<file path="config.mk">
export PLATFORM = sky130hd
export DESIGN_NAME = iomem_arbiter
export DESIGN_NICKNAME = d
export VERILOG_FILES = /design/src/rtl/iomem_arbiter.sv
export SDC_FILE = /design/constraint.sdc
export NUM_CORES = 1
export LEC_CHECK = 0
export CORE_UTILIZATION = 44
export DETAILED_ROUTE_END_ITERATION = 10
export PLACE_DENSITY = 0.85
export SYNTH_ARGS = -nofsm -noshare
export SYNTH_HDL_FRONTEND = slang
export SYNTH_SLANG_ARGS = --single-unit
</file>
<file path="constraint.sdc">
create_clock -name clk_i -period 4.1 [get_ports clk_i]
set_input_delay 0.41 -clock clk_i [delete_from_list [all_inputs] [get_ports clk_i]]
set_output_delay 0.41 -clock clk_i [all_outputs]
set_load 0.01 [all_outputs]
</file>
<file path="src/rtl/iomem_arbiter.sv">
// iomem_arbiter: shares the single iomem bus between the data and instruction ports.
// Data wins arbitration, but an instruction waits for at most DATA_PRIO_MAX data grants.
module iomem_arbiter #(
    parameter int TIMEOUT_CYCLES = 64,
    parameter int DATA_PRIO_MAX  = 4
) (
    input  logic        clk_i,
    input  logic        rst_n,
    input  logic        ins_req_i,
    input  logic [31:0] ins_addr_i,
    output logic        ins_gnt_o,
    output logic        ins_rvalid_o,
    output logic [31:0] ins_rdata_o,
    output logic        ins_err_o,
    input  logic        dat_req_i,
    input  logic [31:0] dat_addr_i,
    input  logic [3:0]  dat_wstrb_i,
    input  logic [31:0] dat_wdata_i,
    output logic        dat_gnt_o,
    output logic        dat_rvalid_o,
    output logic [31:0] dat_rdata_o,
    output logic        dat_err_o,
    output logic        iomem_valid_o,
    input  logic        iomem_ready_i,
    output logic [3:0]  iomem_wstrb_o,
    output logic [31:0] iomem_addr_o,
    output logic [31:0] iomem_wdata_o,
    input  logic [31:0] iomem_rdata_i,
    output logic        busy_o
);

    // state | meaning
    // IDLE  | no transaction in flight; requests are arbitrated combinationally
    // BUSY  | iomem_valid_o high, waiting for iomem_ready_i or the timeout
    typedef enum logic {IDLE = 1'b0, BUSY = 1'b1} state_t;

    localparam int STREAK_W = ($clog2(DATA_PRIO_MAX + 1) > 3) ? $clog2(DATA_PRIO_MAX + 1) : 3;
    localparam int TMO_W    = $clog2(TIMEOUT_CYCLES);
    localparam logic [STREAK_W-1:0] STREAK_MAX = STREAK_W'(DATA_PRIO_MAX);
    localparam logic [TMO_W-1:0]    TMO_LAST   = TMO_W'(TIMEOUT_CYCLES - 1);

    state_t              state;
    logic [STREAK_W-1:0] streak;
    logic [TMO_W-1:0]    tmo_cnt;
    logic                owner_dat;
    logic                grant_dat;
    logic                grant_ins;
    logic                finish;
    logic [31:0]         resp_data;

    // Grants are gated by reset so a held request is never acknowledged during reset.
    always_comb begin
        grant_dat = 1'b0;
        grant_ins = 1'b0;
        if (rst_n && state == IDLE) begin
            if (dat_req_i && !(ins_req_i && streak == STREAK_MAX)) begin
                grant_dat = 1'b1;
            end else if (ins_req_i) begin
                grant_ins = 1'b1;
            end
        end
    end

    assign dat_gnt_o = grant_dat;
    assign ins_gnt_o = grant_ins;
    assign busy_o    = (state == BUSY);
    assign finish    = iomem_ready_i || (tmo_cnt == TMO_LAST);
    // Writes and timeouts return zero; ready takes precedence over a coincident timeout.
    assign resp_data = (iomem_ready_i && iomem_wstrb_o == 4'h0) ? iomem_rdata_i : 32'h0;

    always_ff @(posedge clk_i) begin
        if (!rst_n) begin
            state         <= IDLE;
            streak        <= '0;
            tmo_cnt       <= '0;
            owner_dat     <= 1'b0;
            iomem_valid_o <= 1'b0;
            iomem_wstrb_o <= 4'h0;
            iomem_addr_o  <= 32'h0;
            iomem_wdata_o <= 32'h0;
            ins_rvalid_o  <= 1'b0;
            ins_err_o     <= 1'b0;
            ins_rdata_o   <= 32'h0;
            dat_rvalid_o  <= 1'b0;
            dat_err_o     <= 1'b0;
            dat_rdata_o   <= 32'h0;
        end else begin
            ins_rvalid_o <= 1'b0;
            ins_err_o    <= 1'b0;
            dat_rvalid_o <= 1'b0;
            dat_err_o    <= 1'b0;
            if (state == IDLE) begin
                if (grant_dat) begin
                    state         <= BUSY;
                    owner_dat     <= 1'b1;
                    tmo_cnt       <= '0;
                    iomem_valid_o <= 1'b1;
                    iomem_addr_o  <= dat_addr_i;
                    iomem_wstrb_o <= dat_wstrb_i;
                    iomem_wdata_o <= dat_wdata_i;
                    if (!ins_req_i) begin
                        streak <= '0;
                    end else if (streak != STREAK_MAX) begin
                        streak <= streak + STREAK_W'(1);
                    end
                end else if (grant_ins) begin
                    state         <= BUSY;
                    owner_dat     <= 1'b0;
                    tmo_cnt       <= '0;
                    iomem_valid_o <= 1'b1;
                    iomem_addr_o  <= ins_addr_i;
                    iomem_wstrb_o <= 4'h0;
                    iomem_wdata_o <= 32'h0;
                    streak        <= '0;
                end
            end else begin
                if (finish) begin
                    state         <= IDLE;
                    iomem_valid_o <= 1'b0;
                    if (owner_dat) begin
                        dat_rvalid_o <= 1'b1;
                        dat_err_o    <= !iomem_ready_i;
                        dat_rdata_o  <= resp_data;
                    end else begin
                        ins_rvalid_o <= 1'b1;
                        ins_err_o    <= !iomem_ready_i;
                        ins_rdata_o  <= resp_data;
                    end
                end else begin
                    tmo_cnt <= tmo_cnt + TMO_W'(1);
                end
            end
        end
    end

endmodule

</file>
==> results of run 1 <==
## placed cells by master (no fill, tap or decap), types with 6 or more instances in the layout
cell and n:
o21ai_1 9, buf_4 9, clkbuf_16 17, clkbuf_8 7, clkdlybuf4s50_1 275, a21oi_1 6, dfxtp_1 148, a22oi_1 37
o221ai_2 29, nor2_1 105, nand2_1 71, o21ai_0 59, nand3_1 69
## final timing paths
path	from	to	slack, ns	cells past startpoint
worst min register to register	ins_rdata_o[28]	ins_rdata_o[28]	0.45	2
worst max-delay path	streak[0]	dat_gnt_o	1.06	6
worst min-delay path	ins_rdata_o[28]	ins_rdata_o[28]	0.45	2
worst max register to register	tmo_cnt[0]	ins_rdata_o[2]	1.78	6
## worst reg2reg max path: cells and delay by family (launching register included)
kind,cells,cell delay [ns]
buf+inv,1,0.35
fa+ha+maj,1,0.23
compound gates,2,0.99
flops,1,0.37
simple gates,2,0.30
## logic make-up after synthesis
| group | Yosys count |
|---|---|
| adder cells (fa/ha/maj) | 3 |
| multiplexers | 2 |
| flip-flops | 148 |
| buffers and inverters | 62 |
| AO/OA/AOI/OAI | 157 |
| AND/OR/NAND/NOR | 267 |
## report_power, final
| group | total (mW) | internal, mW | switching (mW) |
|---|---|---|---|
| Sequential | 1.53 | 1.49 | 0.0349 |
| Clock | 1.59 | 1.01 | 0.575 |
| Combinational | 0.469 | 0.262 | 0.206 |
## stage by stage
stage          hold slack [ns]  total power, mW  utilization  cell area, sq um
6_report                 0.448             3.58        0.714              9120
5_1_grt                  0.473             3.72        0.714              9120
4_1_cts                  0.449             3.62        0.714              9120
3_5_place_dp             0.442             2.03        0.666              8500
3_3_place_gp             0.435             2.02        0.666              8500
2_1_floorplan            0.469             1.77            -              5860
## registers in the layout (all words and copies together) (netlist names)
| signal | count |
|---|---|
| ins_rvalid_o | 1 |
| dat_rvalid_o | 1 |
| ins_err_o | 1 |
| dat_rdata_o | 32 |
| busy_o | 1 |
| tmo_cnt | 6 |
| iomem_wdata_o | 32 |
| streak | 3 |
| iomem_addr_o | 32 |
| ins_rdata_o | 32 |
| owner_dat | 1 |
| dat_err_o | 1 |
| iomem_wstrb_o | 4 |
| iomem_valid_o | 1 |
## layout make-up
| class | instances | share of cell area |
|---|---|---|
| inverters | 6 | 0.00274 |
| flip-flops and latches | 148 | 0.325 |
| repair buffers | 284 | 0.309 |
| multi-input cells | 429 | 0.272 |
| clock inverters | 6 | 0.00987 |
| clock buffers | 26 | 0.0580 |
| well taps | 172 | 0.0236 |
## layer usage
layer	part of all wire	vias up	routed length [microns]
li1	-	2755	-
met1	0.41	2566	6910
met2	0.51	199	8550
met3	0.053	37	891
met4	0.027	0	450
met5	0	-	0
==> flow_summary.ini, run 1 <==
[status]
outcome = completed

[timing]
layout_setup_ws_ns = 1.06
slew_viol_final = 0
fmax_mhz = 329
grt_setup_unrepaired = false
hold_violations = 0
max_slew_margin = 0.314
setup_viol = 0
tns_ns = 0
worst_slew_pin_slew_ns = 1.03
skew_ns = 0.00607
finalCriticalPeriod_ns = 3.04
period_share = 0.742

[route]
firstDrtPassIters = 5
vias = 5557
drt_first_iter_violations = 435
post_drt_wl_per_cell_microns = 15.7
drcViolationCount = 0
viasPerCell = 5.19
routed_wl_mm = 16.8
ant_nets = 0

[layout]
regArea_sq_mm = 0.00296
fill_cells = 979
synthToLayoutAreaGrowth_pct = 55.8
multi_input_area_sq_mm = 0.00248
final_cell_count_no_fill = 1071
fin_nets = 1026
diodes = 0
drive_above_1_share = 0.0901

[clock_tree]
htree_levels = 4
cts.sinks = 148
cts_inserted_buffers = 17
clk_latency_ns = 0.41
post_cts_buffers = 0
cts_tree = built
cts.hold.buffers_added = 0
root_buffer = clkbuf_16
path_clk_slew_ns = 0.06
cts_max_path_buffers = 2
cts.repair.resized = 0

[synth]
yosysUniqueCellTypes = 48
yosys.cell_count.top_type = dfxtp_1
synth_edf_count = 0
synth_seq_cells = 148
synth.top_cell.area_share = 0.506
yosysTopAreaCell = dfxtp_1
yosysSeqAreaShare = 0.506
syn_nets = 779
syn_area_sq_mm = 0.00586
synth_compound_area_frac = 0.210
synthCells = 639
synth_flop_cell = dfxtp_1
synthAdderAreaFrac = 0.00641
ys_warn_count = 0
synth-async-reset-ratio = 0
synthSimpleGateAreaFrac = 0.201
synth_top_family_by_area = compound AO/OA/AOI/OAI gates
syn_avg_cell_area_sq_um = 9.16
synth-xor-area-share = 0
yosys-mux-area-fraction = 0.00363
synthTopCellsByCount = dfxtp_1 (148), nor2_1 (105), nand2_1 (71)
synth_area_leaders = dfxtp_1 (51%), o221ai_2 (7.4%), nor2_1 (6.7%)

[setup_path]
start_kind = flip-flop
path_buf_inv = 3
worst_path_largest_cell_delay_ns = 0.61
arrival_ns = 2.63
path_max_fanout = 37
required_ns = 3.69
cpMaxStageDelayCell = clkdlybuf4s50_1
cp_top_family = buffers and inverters
worst-setup-path-type = reg -> out
worstPathCellList = inv_1 -> ha_1 -> nand3_1 -> nand3_4 -> inv_4 -> clkdlybuf4s50_1
setup.worst_path.end_class = output pin

[place]
io_buffers = 276
dpl_worst_slack_ns = 1.09
dpl.hpwl_mm = 11.3
globalplace.congestion = 0.785
dp_cells = 1039

[global_route]
grtUsageMet2 = 0.421
grt_usage = 0.241
grt_pass1_vias = 5250
grtUsageMet1 = 0.278
grt_antenna_before_repair = 0
grt-ovfl-total = 0
grt_max_degree = 61
use_met3 = 0.0516
grt_first_pass_wirelength_mm = 26.6
grt-busiest-layer = met2

[floorplan]
ios = 277
die_area_sq_mm = 0.0138
core_sq_mm = 0.0128
start_util = 0.458
fp-row-count = 41
die_y_microns = 117
die_w_microns = 117

[power]
ir_drop_mv = 0.336
p_per_area_mw_per_mm2 = 393
leakage_nw = 3.21

[run]
drv_cap = 0

[hold_path]
hold_path.class = reg -> reg
No activity file was read; power rests on OpenSTA's default activity.
==> run 2, diff against run 1 <==
CORE_UTILIZATION = 41   (was 44)
PLACE_DENSITY = 0.8   (was 0.85)
clock period = 3 ns   (was 4.1 ns; I/O delays follow)
==> flow_summary.ini, run 2 (synthesis gave the netlist of run 1 again) <==
[power]
swShare = 0.234
leakage_nw = 3.24
p_per_area_mw_per_mm2 = 547
ir_drop_mv = 0.375
p_comb_frac = 0.128
power_frac_seq = 0.415
p_int_mw = 3.86
clockPowerShare = 0.457
p_sw_mw = 1.18

[layout]
final_common_cell = clkdlybuf4s50_1
final_cell_count_no_fill = 1082
fill_cells = 1144
synthToLayoutAreaGrowth_pct = 57.1
layout_common_cells = clkdlybuf4s50_1 (275), dfxtp_1 (148), nor2_1 (105), nand2_1 (71), nand3_1 (69)
fin_nets = 1029
diodes = 0
drive_above_1_share = 0.0942

[timing]
whs_ns = 0.264
slew_viol_final = 0
finalCriticalPeriod_ns = 2.33
skew_ns = 0.00497
layout_setup_ws_ns = 0.666
max_slew_margin = 0.235
grt_setup_unrepaired = false
tns_ns = 0
fmax_mhz = 428
setup_viol = 0
worst_slew_pin_slew_ns = 1.14
hold_violations = 0
period_share = 0.778

[clock_tree]
cts_tree = built
path_clk_slew_ns = 0.06
clk_latency_ns = 0.41
cts.hold.buffers_added = 0
cts.sinks = 148
root_buffer = clkbuf_16
htree_levels = 4
cts_inserted_buffers = 17
cts_max_path_buffers = 2
post_cts_buffers = 0
cts.repair.resized = 0

[status]
outcome = completed

[floorplan]
die_w_microns = 122
core_sq_mm = 0.0139
start_util = 0.422
die_y_microns = 122
fp-row-count = 43
die_area_sq_mm = 0.0148
ios = 277

[place]
io_buffers = 276
globalplace.congestion = 0.781
dp_cells = 1050
dpl.hpwl_mm = 11.5
dpl_worst_slack_ns = 0.721

[setup_path]
setup.worst_path.end_class = flip-flop
cp_top_family = compound AO/OA/AOI/OAI gates
r2r_cells = 6
path_buf_inv = 1
path_max_fanout = 52
worst_path_largest_cell_delay_ns = 0.94
arrival_ns = 2.67
start_kind = flip-flop
worst-setup-path-type = reg -> reg
worstPathCellList = ha_1 -> nand3_2 -> o21ai_4 -> buf_4 -> nand3_1 -> o21ai_1
required_ns = 3.34
path_depth = 6
cpMaxStageDelayCell = o21ai_4

[global_route]
grt_first_pass_wirelength_mm = 25.7
grt_pass1_vias = 5200
grt_usage = 0.222
grt-ovfl-total = 0
grt_antenna_before_repair = 0
grt_max_degree = 70

[route]
routed_wl_mm = 16.6
viasPerCell = 5.15
post_drt_wl_per_cell_microns = 15.3
drcViolationCount = 0
vias = 5573
ant_nets = 0
firstDrtPassIters = 4
drt_first_iter_violations = 386

[run]
drv_cap = 0

[hold_path]
hold_depth = 3
hold_path.class = in -> reg
run 2: cell count changes in the layout (fill, tap and decap cells not counted), sizes merged:
cell and delta:
inv +4, clkbuf -6, buf +3, bufinv +2
run 2: power by group through the flow:
stage	combinational, mW	clock [mW]	sequential [mW]
2_1_floorplan	0.261	0	2.16
3_3_place_gp	0.644	0	2.13
3_5_place_dp	0.647	0	2.13
4_1_cts	0.651	2.34	2.09
5_1_grt	0.696	2.42	2.10
6_report	0.645	2.30	2.09
run 2: area by class of cell:
type,count,area (sq um),area share
Sequential cell,148,2960,0.322
Timing Repair Buffer,287,2860,0.310
Multi-Input combinational cell,429,2480,0.270
Clock buffer,20,457,0.0497
Tap cell,180,225,0.0245
Clock inverter,12,191,0.0208
Inverter,6,25.0,0.00272
run 2: worst paths after layout:
path | from | endpoint | slack [ns]
min | rst_n | streak[0] | 0.26
min reg2reg | ins_rdata_o[28] | ins_rdata_o[28] | 0.46
max reg2reg | tmo_cnt[0] | ins_rdata_o[31] | 0.67
max | tmo_cnt[0] | ins_rdata_o[31] | 0.67
run 2: layer usage:
| metal | up-vias | part of all wire | global-route usage |
|---|---|---|---|
| li1 | 2760 | - | - |
| met1 | 2581 | 0.40 | 0.258 |
| met5 | - | 0 | 0 |
| met3 | 22 | 0.092 | 0.0780 |
| met4 | 0 | 0.019 | 0.0849 |
| met2 | 210 | 0.49 | 0.373 |
run 2: metrics by stage:
step                      total power [mW]  instance area (sq um)  utilization
after detailed placement              2.78                   8550        0.616
after global routing                  5.21                   9200        0.663
after CTS                             5.08                   9200        0.663
after global placement                2.77                   8550        0.616
after floorplan                       2.42                   5860            -
final                                 5.03                   9200        0.663
run 2: worst min-delay path: cells and delay by family:
family	cells	cell delay, ns
buf+inv	2	0.22
simple gates	1	0.11
